$ cat src/rtl/ex_stage_pipe.sv
// ex_stage_pipe: registered execute stage between the ID/EX register and MEM.
//
// Purpose:
//   ALU and branch resolution with one valid/ready output register toward MEM,
//   a committed N/Z/V flag register, an iterative shift-add multiplier and a
//   synchronous pipeline flush. Redirects (pc_src/target) are resolved against
//   the flags committed before the instruction's own update.
//
// Ports:
//   clk, rst_n          clock, asynchronous active-low reset
//   flush               kill the held output and any in-flight multiply
//   in_valid/in_ready   handshake with ID/EX
//   pc, op, src0, src1, imm, use_imm, shamt, set_flags,
//   is_branch, br_cond, br_off, is_jal, is_jr   instruction fields
//   out_valid/out_ready handshake with MEM
//   result, target, pc_src   registered outputs
//   flags_q             committed {N,Z,V}
//
// Multiplier FSM:
//   state  | meaning
//   S_IDLE | no multiply in flight, stage may accept
//   S_BUSY | shift-add in progress, r_cnt steps completed
//   S_DONE | product ready, waiting for a free output slot

module ex_stage_pipe #(
  parameter int DATA_W = 16,
  parameter int OFF_W  = 9,
  parameter int JOFF_W = 12,
  parameter int SH_W   = 4
) (
  input  logic              clk,
  input  logic              rst_n,
  input  logic              flush,
  input  logic              in_valid,
  output logic              in_ready,
  input  logic [DATA_W-1:0] pc,
  input  logic [3:0]        op,
  input  logic [DATA_W-1:0] src0,
  input  logic [DATA_W-1:0] src1,
  input  logic [DATA_W-1:0] imm,
  input  logic              use_imm,
  input  logic [SH_W-1:0]   shamt,
  input  logic              set_flags,
  input  logic              is_branch,
  input  logic [2:0]        br_cond,
  input  logic [OFF_W-1:0]  br_off,
  input  logic              is_jal,
  input  logic              is_jr,
  output logic              out_valid,
  input  logic              out_ready,
  output logic [DATA_W-1:0] result,
  output logic [DATA_W-1:0] target,
  output logic              pc_src,
  output logic [2:0]        flags_q
);

  localparam int MSB   = DATA_W - 1;
  localparam int SHC_W = $clog2(DATA_W);
  localparam int CNT_W = $clog2(DATA_W + 1);

  localparam logic [3:0] OP_ADD = 4'd0;
  localparam logic [3:0] OP_SUB = 4'd1;
  localparam logic [3:0] OP_AND = 4'd2;
  localparam logic [3:0] OP_OR  = 4'd3;
  localparam logic [3:0] OP_XOR = 4'd4;
  localparam logic [3:0] OP_SLL = 4'd5;
  localparam logic [3:0] OP_SRL = 4'd6;
  localparam logic [3:0] OP_SRA = 4'd7;
  localparam logic [3:0] OP_MUL = 4'd8;

  typedef enum logic [1:0] {
    S_IDLE = 2'd0,
    S_BUSY = 2'd1,
    S_DONE = 2'd2
  } state_t;

  state_t r_state;
  state_t w_state_nxt;

  // Output / committed state
  logic              r_out_valid;
  logic [DATA_W-1:0] r_result;
  logic [DATA_W-1:0] r_target;
  logic              r_pc_src;
  logic [2:0]        r_flags;

  // Multiplier state
  logic [DATA_W-1:0] r_acc;
  logic [DATA_W-1:0] r_mcand;
  logic [DATA_W-1:0] r_mplier;
  logic [CNT_W-1:0]  r_cnt;
  logic              r_mul_setf;
  logic              r_mul_pc_src;
  logic [DATA_W-1:0] r_mul_target;

  // Combinational datapath
  logic [DATA_W-1:0] w_a;
  logic [DATA_W-1:0] w_b;
  logic [SHC_W-1:0]  w_sh;
  logic [DATA_W-1:0] w_sum;
  logic [DATA_W-1:0] w_diff;
  logic [DATA_W-1:0] w_alu_res;
  logic              w_alu_v;
  logic [DATA_W-1:0] w_pc_inc;
  logic [DATA_W-1:0] w_res;
  logic [2:0]        w_flags;
  logic [DATA_W-1:0] w_br_sext;
  logic [DATA_W-1:0] w_jal_sext;
  logic              w_cond;
  logic              w_pc_src;
  logic [DATA_W-1:0] w_target;

  logic              w_busy;
  logic              w_slot_free;
  logic              w_accept;
  logic              w_is_mul;
  logic              w_mul_last;
  logic              w_mul_load;
  logic              w_alu_load;
  logic              w_load;
  logic [DATA_W-1:0] w_acc_step;
  logic [DATA_W-1:0] w_mul_prod;

  logic [DATA_W-1:0] w_ld_res;
  logic [DATA_W-1:0] w_ld_target;
  logic              w_ld_pc_src;
  logic              w_ld_setf;
  logic [2:0]        w_ld_flags;

  // ---------------------------------------------------------------------------
  // Handshake
  // ---------------------------------------------------------------------------
  assign w_busy      = (r_state != S_IDLE);
  assign w_slot_free = !r_out_valid || out_ready;
  assign in_ready    = !w_busy && w_slot_free && !flush;
  assign w_accept    = in_valid && in_ready;

  // JAL always completes in one cycle since its result is the link value.
  assign w_is_mul   = (op == OP_MUL) && !is_jal;
  assign w_mul_last = (r_state == S_BUSY) && (r_cnt == CNT_W'(DATA_W - 1));
  // A finished product leaves through the slot on the last BUSY edge or from
  // DONE; flush always wins over completion.
  assign w_mul_load = !flush && w_slot_free &&
                      (w_mul_last || (r_state == S_DONE));
  assign w_alu_load = w_accept && !w_is_mul;
  assign w_load     = w_alu_load || w_mul_load;

  // ---------------------------------------------------------------------------
  // Operands and ALU
  // ---------------------------------------------------------------------------
  assign w_a      = src0;
  assign w_b      = use_imm ? imm : src1;
  assign w_sh     = SHC_W'(32'(shamt) % DATA_W);
  assign w_sum    = w_a + w_b;
  assign w_diff   = w_a - w_b;
  assign w_pc_inc = pc + DATA_W'(1);

  always_comb begin
    w_alu_res = w_a;
    w_alu_v   = 1'b0;
    case (op)
      OP_ADD: begin
        w_alu_res = w_sum;
        w_alu_v   = (w_a[MSB] == w_b[MSB]) && (w_sum[MSB] != w_a[MSB]);
      end
      OP_SUB: begin
        w_alu_res = w_diff;
        w_alu_v   = (w_a[MSB] != w_b[MSB]) && (w_diff[MSB] != w_a[MSB]);
      end
      OP_AND:  w_alu_res = w_a & w_b;
      OP_OR:   w_alu_res = w_a | w_b;
      OP_XOR:  w_alu_res = w_a ^ w_b;
      OP_SLL:  w_alu_res = w_a << w_sh;
      OP_SRL:  w_alu_res = w_a >> w_sh;
      OP_SRA:  w_alu_res = $signed(w_a) >>> w_sh;
      default: w_alu_res = w_a;
    endcase
  end

  assign w_res   = is_jal ? w_pc_inc : w_alu_res;
  assign w_flags = {w_res[MSB], (w_res == '0), (w_alu_v && !is_jal)};

  // ---------------------------------------------------------------------------
  // Branch / jump resolution against committed flags
  // ---------------------------------------------------------------------------
  assign w_br_sext  = DATA_W'($signed(br_off));
  assign w_jal_sext = DATA_W'($signed(imm[JOFF_W-1:0]));

  always_comb begin
    w_cond = 1'b0;
    case (br_cond)
      3'd0:    w_cond = !r_flags[1];
      3'd1:    w_cond = r_flags[1];
      3'd2:    w_cond = !r_flags[1] && !r_flags[2];
      3'd3:    w_cond = r_flags[2];
      3'd4:    w_cond = !r_flags[2];
      3'd5:    w_cond = r_flags[2] || r_flags[1];
      3'd6:    w_cond = r_flags[0];
      default: w_cond = 1'b1;
    endcase
  end

  always_comb begin
    w_pc_src = 1'b0;
    w_target = w_pc_inc;
    if (is_jr) begin
      w_pc_src = 1'b1;
      w_target = w_a;
    end else if (is_jal) begin
      w_pc_src = 1'b1;
      w_target = pc + w_jal_sext + DATA_W'(1);
    end else if (is_branch && w_cond) begin
      w_pc_src = 1'b1;
      w_target = pc + w_br_sext + DATA_W'(1);
    end
  end

  // ---------------------------------------------------------------------------
  // Multiplier FSM
  // ---------------------------------------------------------------------------
  always_ff @(posedge clk or negedge rst_n) begin
    if (!rst_n) begin
      r_state <= S_IDLE;
    end else begin
      r_state <= w_state_nxt;
    end
  end

  always_comb begin
    w_state_nxt = r_state;
    case (r_state)
      S_IDLE: begin
        if (w_accept && w_is_mul) w_state_nxt = S_BUSY;
      end
      S_BUSY: begin
        if (flush)           w_state_nxt = S_IDLE;
        else if (w_mul_last) w_state_nxt = w_mul_load ? S_IDLE : S_DONE;
      end
      S_DONE: begin
        if (flush || w_mul_load) w_state_nxt = S_IDLE;
      end
      default: w_state_nxt = S_IDLE;
    endcase
  end

  // One partial product per BUSY edge; the operands shift so only bit 0 of
  // the multiplier is ever inspected.
  assign w_acc_step = r_acc + (r_mplier[0] ? r_mcand : '0);
  assign w_mul_prod = (r_state == S_DONE) ? r_acc : w_acc_step;

  always_ff @(posedge clk or negedge rst_n) begin
    if (!rst_n) begin
      r_acc        <= '0;
      r_mcand      <= '0;
      r_mplier     <= '0;
      r_cnt        <= '0;
      r_mul_setf   <= 1'b0;
      r_mul_pc_src <= 1'b0;
      r_mul_target <= '0;
    end else if (w_accept && w_is_mul) begin
      r_acc        <= '0;
      r_mcand      <= w_a;
      r_mplier     <= w_b;
      r_cnt        <= '0;
      r_mul_setf   <= set_flags;
      r_mul_pc_src <= w_pc_src;
      r_mul_target <= w_target;
    end else if (r_state == S_BUSY) begin
      r_acc    <= w_acc_step;
      r_mcand  <= r_mcand << 1;
      r_mplier <= r_mplier >> 1;
      r_cnt    <= r_cnt + CNT_W'(1);
    end
  end

  // ---------------------------------------------------------------------------
  // Output register
  // ---------------------------------------------------------------------------
  always_comb begin
    if (w_mul_load) begin
      w_ld_res    = w_mul_prod;
      w_ld_target = r_mul_target;
      w_ld_pc_src = r_mul_pc_src;
      w_ld_setf   = r_mul_setf;
      w_ld_flags  = {w_mul_prod[MSB], (w_mul_prod == '0), 1'b0};
    end else begin
      w_ld_res    = w_res;
      w_ld_target = w_target;
      w_ld_pc_src = w_pc_src;
      w_ld_setf   = set_flags;
      w_ld_flags  = w_flags;
    end
  end

  always_ff @(posedge clk or negedge rst_n) begin
    if (!rst_n) begin
      r_out_valid <= 1'b0;
      r_result    <= '0;
      r_target    <= '0;
      r_pc_src    <= 1'b0;
      r_flags     <= '0;
    end else if (flush) begin
      r_out_valid <= 1'b0;
      r_pc_src    <= 1'b0;
    end else if (w_load) begin
      r_out_valid <= 1'b1;
      r_result    <= w_ld_res;
      r_target    <= w_ld_target;
      r_pc_src    <= w_ld_pc_src;
      if (w_ld_setf) r_flags <= w_ld_flags;
    end else if (out_ready) begin
      r_out_valid <= 1'b0;
    end
  end

  assign out_valid = r_out_valid;
  assign result    = r_result;
  assign target    = r_target;
  assign pc_src    = r_pc_src;
  assign flags_q   = r_flags;

endmodule
$ cat config.mk
export PLATFORM = sky130hd
export DESIGN_NAME = ex_stage_pipe
export DESIGN_NICKNAME = d
export VERILOG_FILES = /design/src/rtl/ex_stage_pipe.sv
export SDC_FILE = /design/constraint.sdc
export NUM_CORES = 1
export LEC_CHECK = 0
export BUFFER_PORTS_ARGS = -buffer_cell sky130_fd_sc_hd__buf_2
export CAP_MARGIN = 40
export CORE_ASPECT_RATIO = 1.5
export CORE_MARGIN = 10
export CORE_UTILIZATION = 31
export DETAILED_ROUTE_END_ITERATION = 10
export MAX_ROUTING_LAYER = met4
export SKIP_LAST_GASP = 1
export SYNTH_ARGS = -nofsm -noshare
export SYNTH_HDL_FRONTEND = slang
export SYNTH_SLANG_ARGS = --single-unit
$ cat constraint.sdc
create_clock -name clk -period 2.79 [get_ports clk]
set_input_delay 0.1395 -clock clk [delete_from_list [all_inputs] [get_ports clk]]
set_output_delay 0.1395 -clock clk [all_outputs]
set_load 0.01 [all_outputs]
# After elaboration in Yosys (flattened, before gate mapping)
# Index checks and enable logic that the tools add are counted.
# word_totals
latch_bits	0
memories	0
ramBits	0
wordCells	128
output_inout_bits	38
mem_bits_ro	0
regBits	110
# op_classes
shifts	3
n_reduce_logical	38
n_mux	37
bitwise	4
n_eq_ne	24
add_sub_neg	9
order_cmp	0
div	0
n_mul	0
# op_table
operator	n
16-bit two-way mux	15
16-bit one-hot mux with 8 select lines	1
16-bit adder	4
16-bit by 1-bit adder with 16-bit output (second input constant)	3
16-bit zero test	2
16-bit AND	1
4-bit by 3-bit equality test with 1-bit output (second input constant)	4
16-bit bitwise OR	1
16-bit by 4-bit << shifter with 16-bit output	1
16-bit by 4-bit >> shifter with 16-bit output	1
16-bit by 4-bit >>> shifter with 16-bit output	1
16-bit subtractor	1
16-bit bitwise XOR	1
1-bit logical AND	14
1-bit two-way mux	10
2-bit two-way mux	5
5-bit two-way mux	2
3-bit equality test (second input constant)	3
4-bit by 2-bit equality test with 1-bit output (second input constant)	2
1-bit zero test	7
1-bit one-hot mux with 7 select lines	1
3-bit by 2-bit equality test with 1-bit output (second input constant)	2
2-bit one-hot mux with 3 select lines	1
3-bit AND reduction	2
other kinds (22)	30

# Logic depth before layout (Yosys ltp)
# depth
word_depth	10
mapped_depth	16

# Worst setup path before layout
# OpenSTA, ideal clock, no wires.
# synth_timing
path_kind	input to register
startpoint	in use_imm
endpoint	reg r_flags[1], in the netlist flags_q[1]
slack_ns	-0.993
path_stages	14
required_ns	2.713
t_arrival_ns	3.707
setup_ns	0.077
path_buffers	2
path_cell_list	clkbuf_1 -> clkbuf_1 -> mux2i_1 -> ha_1 -> a21oi_1 -> nand2_1 -> o31ai_1 -> o22ai_1 -> o41ai_1 -> xor2_1 -> and2_1 -> o31ai_1 -> nand4_1 -> o21ai_1
# synth_between
elab_chain_cells	6
word_cells_on_any_way	10
cone_classes	add/sub: 2; mux: 4; bitwise: 3; reduce/logical: 1
# synth_rtl
element	line_no	source
from (decl)	41	input logic use_imm,
16-bit two-way mux *	152	assign w_b = use_imm ? imm : src1;
16-bit subtractor (tied with other cells)	155	assign w_diff = w_a - w_b;
16-bit one-hot mux with 8 select lines *	161	case (op)
16-bit two-way mux *	180	assign w_res = is_jal ? w_pc_inc : w_alu_res;
16-bit zero test *	181	assign w_flags = {w_res[MSB], (w_res == '0), (w_alu_v && !is_jal)};
3-bit two-way mux *	280	if (w_mul_load) begin
to (signal assigned)	310	if (w_ld_setf) r_flags <= w_ld_flags;
to (decl)	85	logic [2:0] r_flags;
# Every way passes the cells marked *; elsewhere a longest branch is shown, timed or not.
# A chain may end at the register's enable or synchronous reset.

# Worst setup path in the final report
# layout_timing
startpoint	reg r_mplier[0]
endpoint	reg r_flags[1], in the netlist flags_q[1]
# layout_between
elab_chain_cells	5
# layout_rtl
element	line_no	source
from (decl)	90	logic [DATA_W-1:0] r_mplier;
from (signal assigned)	263	r_mplier <= w_b;
from (signal assigned)	271	r_mplier <= r_mplier >> 1;
16-bit two-way mux	248	assign w_acc_step = r_acc + (r_mplier[0] ? r_mcand : '0);
16-bit adder	248	
16-bit two-way mux	249	assign w_mul_prod = (r_state == S_DONE) ? r_acc : w_acc_step;
16-bit zero test	285	w_ld_flags = {w_mul_prod[MSB], (w_mul_prod == '0), 1'b0};
3-bit two-way mux	280	
# Every way passes these cells.

==> metrics <==
fmax=312.9 MHz; Cell Pwr Density=435.4 nW/um^2; maxcap violations=0; Vias/cell=5.601; fin worst setup slack=-0.4062 ns; Worst setup SP type=flop; Setup WS pre-CTS=-1.235 ns; Core Area=39420 um^2; vias=14338; CTS root buf=clkbuf_16; post-synthesis cell count=1572; Netlist cell types=85; CP Data Arrival Time=3.50 ns; Remaining DRCs=0; Area contributors post-synth=dfrtp_1 22%, ha_1 11%, nand2_1 6.2%; DRT antenna net count=0; Worst-Skew Late Latency=0.37 ns; Layout fillers=3955; Min-Delay Path Class=primary input to flop; worst-path cell with the longest stage delay=or4_1; post-synthesis sequential area ratio=22.24%; Synth area leader=dfrtp_1; Power, Total=0.007783 W; CTS tree=yes; dpl cells=2513; Clock Skew=0.01276 ns; Slew headroom=36.17%; Synth top area share=22.24%; final period utilization=114.6%; Post-layout nets=2261; violated checks=negative setup slack; Initial Utilization=31.40%; Buffers & Inverters on Critical Path=1; leak pwr=8.422 nW; layout cells sized above 1=36.75%; critical-path cell list=and2_1, ha_2, fa_2, buf_6, a21o_1, a21oi_2, xor2_1, o21ai_2, or4_1, nor4_2, nor4bb_4, a31oi_1, o21ai_1; Worst-Margin Slew=0.9455 ns; Layout area overhead=44.42%; syn_area_per_cell=7.873 um^2; GRT Residual Overflow=0; DP HPWL=49.15 mm; Cell Rows=89; Worst setup EP type=flop; max incr delay on CP=0.52 ns; Synth Register Bits=110; CP Class=flop to flop; antenna violations before repair=0; clock slew at reported path FFs=0.08 ns; Clock Path Buffers=2; die area=48480 um^2; vias in the first global route=14717; Post-synth EDFFs=0; antenna cells=0; Hold Vio Cnt, Final=0; outcome=complete, but fails checks; Final TNS setup=-1.986 ns; Max VDD drop=0.3233 mV; DR WL/cell=23.08 um; warnings from Yosys=0; CP max FO=2; Post-Route WL=59.08 mm; async set or reset register ratio after synthesis=100.0%; Top Ports=132; r2r setup slk=-0.41 ns; fin cells=2560; placer congestion estimate=1.075; syn_nets=1778; Fin Hold WS=0.02480 ns; drt pass-1 iters=6; Sink Count=110; # H-tree levels=3; GRT Util Overall=24.34%; Top FF cell, synth=dfrtp_1; RSZ-0062 raised after global routing=true; die height=264.7 um; global-route wire length before repair=88.52 mm; Mapped Area=12380 um^2; DR iter-0 viols=1082; Setup Viol. Count Final=9; largest net degree at the start of global routing=42; crit-path leading delay family=simple AND/OR/NAND/NOR gates; CTS Buf Count=9; Pins Over Slew Limit=0; Die Wd=183.1 um; WP data required=3.09 ns; IO buf count=131; minimum clock period after layout=3.196 ns
[where the power goes]
| group | leakage, nW | switching, W | internal [W] |
|---|---|---|---|
| Sequential | 1.40 | 0.000273 | 0.00194 |
| Combinational | 6.87 | 0.00217 | 0.00202 |
| Clock | 0.155 | 0.000660 | 0.000717 |
[cells in the mapped netlist (6+ instances only)]
| master | n |
|---|---|
| o21bai_1 | 9 |
| a221oi_1 | 7 |
| a22o_1 | 6 |
| buf_1 | 14 |
| ha_1 | 107 |
| nand4_1 | 10 |
| a22oi_1 | 31 |
| nor2b_1 | 17 |
| o21ai_0 | 103 |
| o31ai_1 | 14 |
| mux2i_1 | 51 |
| o2111ai_1 | 6 |
| a211oi_1 | 19 |
| nand3_1 | 50 |
| a221o_1 | 16 |
| buf_2 | 10 |
| mux2_2 | 6 |
| clkbuf_1 | 78 |
| nor3_1 | 33 |
| nand2b_1 | 15 |
| and3b_1 | 6 |
| inv_1 | 73 |
| o211ai_1 | 17 |
| o22ai_1 | 15 |
| o21ai_1 | 12 |
| a21oi_1 | 100 |
| o221ai_1 | 7 |
| or2_2 | 6 |
| a211o_1 | 6 |
| a21o_1 | 20 |
| nand2_1 | 204 |
| or3_1 | 7 |
| and3_1 | 19 |
| nor2_1 | 113 |
| and2_1 | 21 |
| xor2_1 | 27 |
| nand3b_1 | 7 |
| nor4_1 | 6 |
| dfrtp_1 | 110 |
| o21a_1 | 12 |
| a31oi_1 | 28 |
| xnor2_1 | 45 |
| mux4_2 | 23 |
[timing repair]
| item | CTS | global route |
|---|---|---|
| setup endpoints to repair | 19 | 22 |
| hold buffers | 1 | 0 |
| resized for setup | 90 | 73 |
| pin swaps | 41 | 38 |
| endpoints found under the hold margin | 33 | 0 |
| setup buffers | 14 | 20 |
[worst min-delay path: cells and delay by family]
family / cells / cell delay, ns
AND/OR/NAND/NOR: 2 / 0.10
buffers and inverters: 1 / 0.12
[through the flow]
step,util [%],instance area [um^2]
after CTS,44.05,17360
after floorplan,-,12500
final,45.34,17870
after detailed placement,41.98,16550
after global routing,45.34,17870
after global placement,41.93,16530
[flip-flops by register name, indices dropped and copies added, names as in the netlist]
register      count
r_acc            16
r_cnt             5
target           16
r_mul_target     16
r_mul_pc_src      1
r_mplier         16
flags_q           3
r_state           2
r_mcand          16
r_mul_setf        1
pc_src            1
out_valid         1
result           16
[layout make-up]
class	instances	area (um^2)	share of cell area (%)
Clock inverter	7	88.84	0.4970
Multi-Input combinational cell	1281	9716	54.35
Timing Repair Buffer	578	4185	23.41
Clock buffer	9	225.2	1.260
Inverter	75	281.5	1.575
Tap cell	500	625.6	3.500
Sequential cell	110	2753	15.40
[per-layer routing]
| metal | track usage [%] | vias up | wire [um] |
|---|---|---|---|
| met5 | - | - | 0 |
| met4 | 14.15 | 0 | 3805 |
| met3 | 2.150 | 148 | 2252 |
| met2 | 43.46 | 464 | 30490 |
| met1 | 25.67 | 7011 | 22530 |
| li1 | - | 6715 | - |
[path summary, 6_finish.rpt]
kind	endpoint	cells past startpoint	startpoint
setup / recovery	flags_q[1]$_DFFE_PN0P_	13	r_mplier[0]$_DFFE_PN0P_
hold / removal	r_mul_setf$_DFFE_PN0P_	3	set_flags
setup reg to reg	flags_q[1]$_DFFE_PN0P_	13	r_mplier[0]$_DFFE_PN0P_
hold reg to reg	r_mcand[15]$_DFFE_PN0P_	2	r_mcand[15]$_DFFE_PN0P_
max in group asynchronous	result[12]$_DFFE_PN0P_	3	rst_n
min in group asynchronous	out_valid$_DFFE_PN0P_	2	rst_n
[kinds of logic after synthesis]
kind of cell,Yosys count,synth area share [%]
flops,110,22.24
fa+ha+maj,112,11.63
mux,82,9.038
compound gates,476,25.57
simple gates,539,20.69
xor+xnor,72,5.095
buf+inv,181,5.742
[cells in the final DEF, fill, tap and decap left out, drive strengths merged, types with 9 or more instances in the layout]
master	count
buf	577
nand2	204
o21ai	116
nor2	113
dfrtp	110
ha	107
a21oi	100
inv	77
mux2i	51
nand3	50
xnor2	45
nor3	33
a22oi	31
a31oi	28
xor2	27
mux4	23
and2	21
a21o	20
and3	19
a211oi	19
o211ai	17
nor2b	17
a221o	16
nand2b	15
o22ai	15
o31ai	14
o21a	12
nand4	10
o21bai	9
clkbuf	9
or2	9
Note: power is estimated with default switching activity, not from simulation.
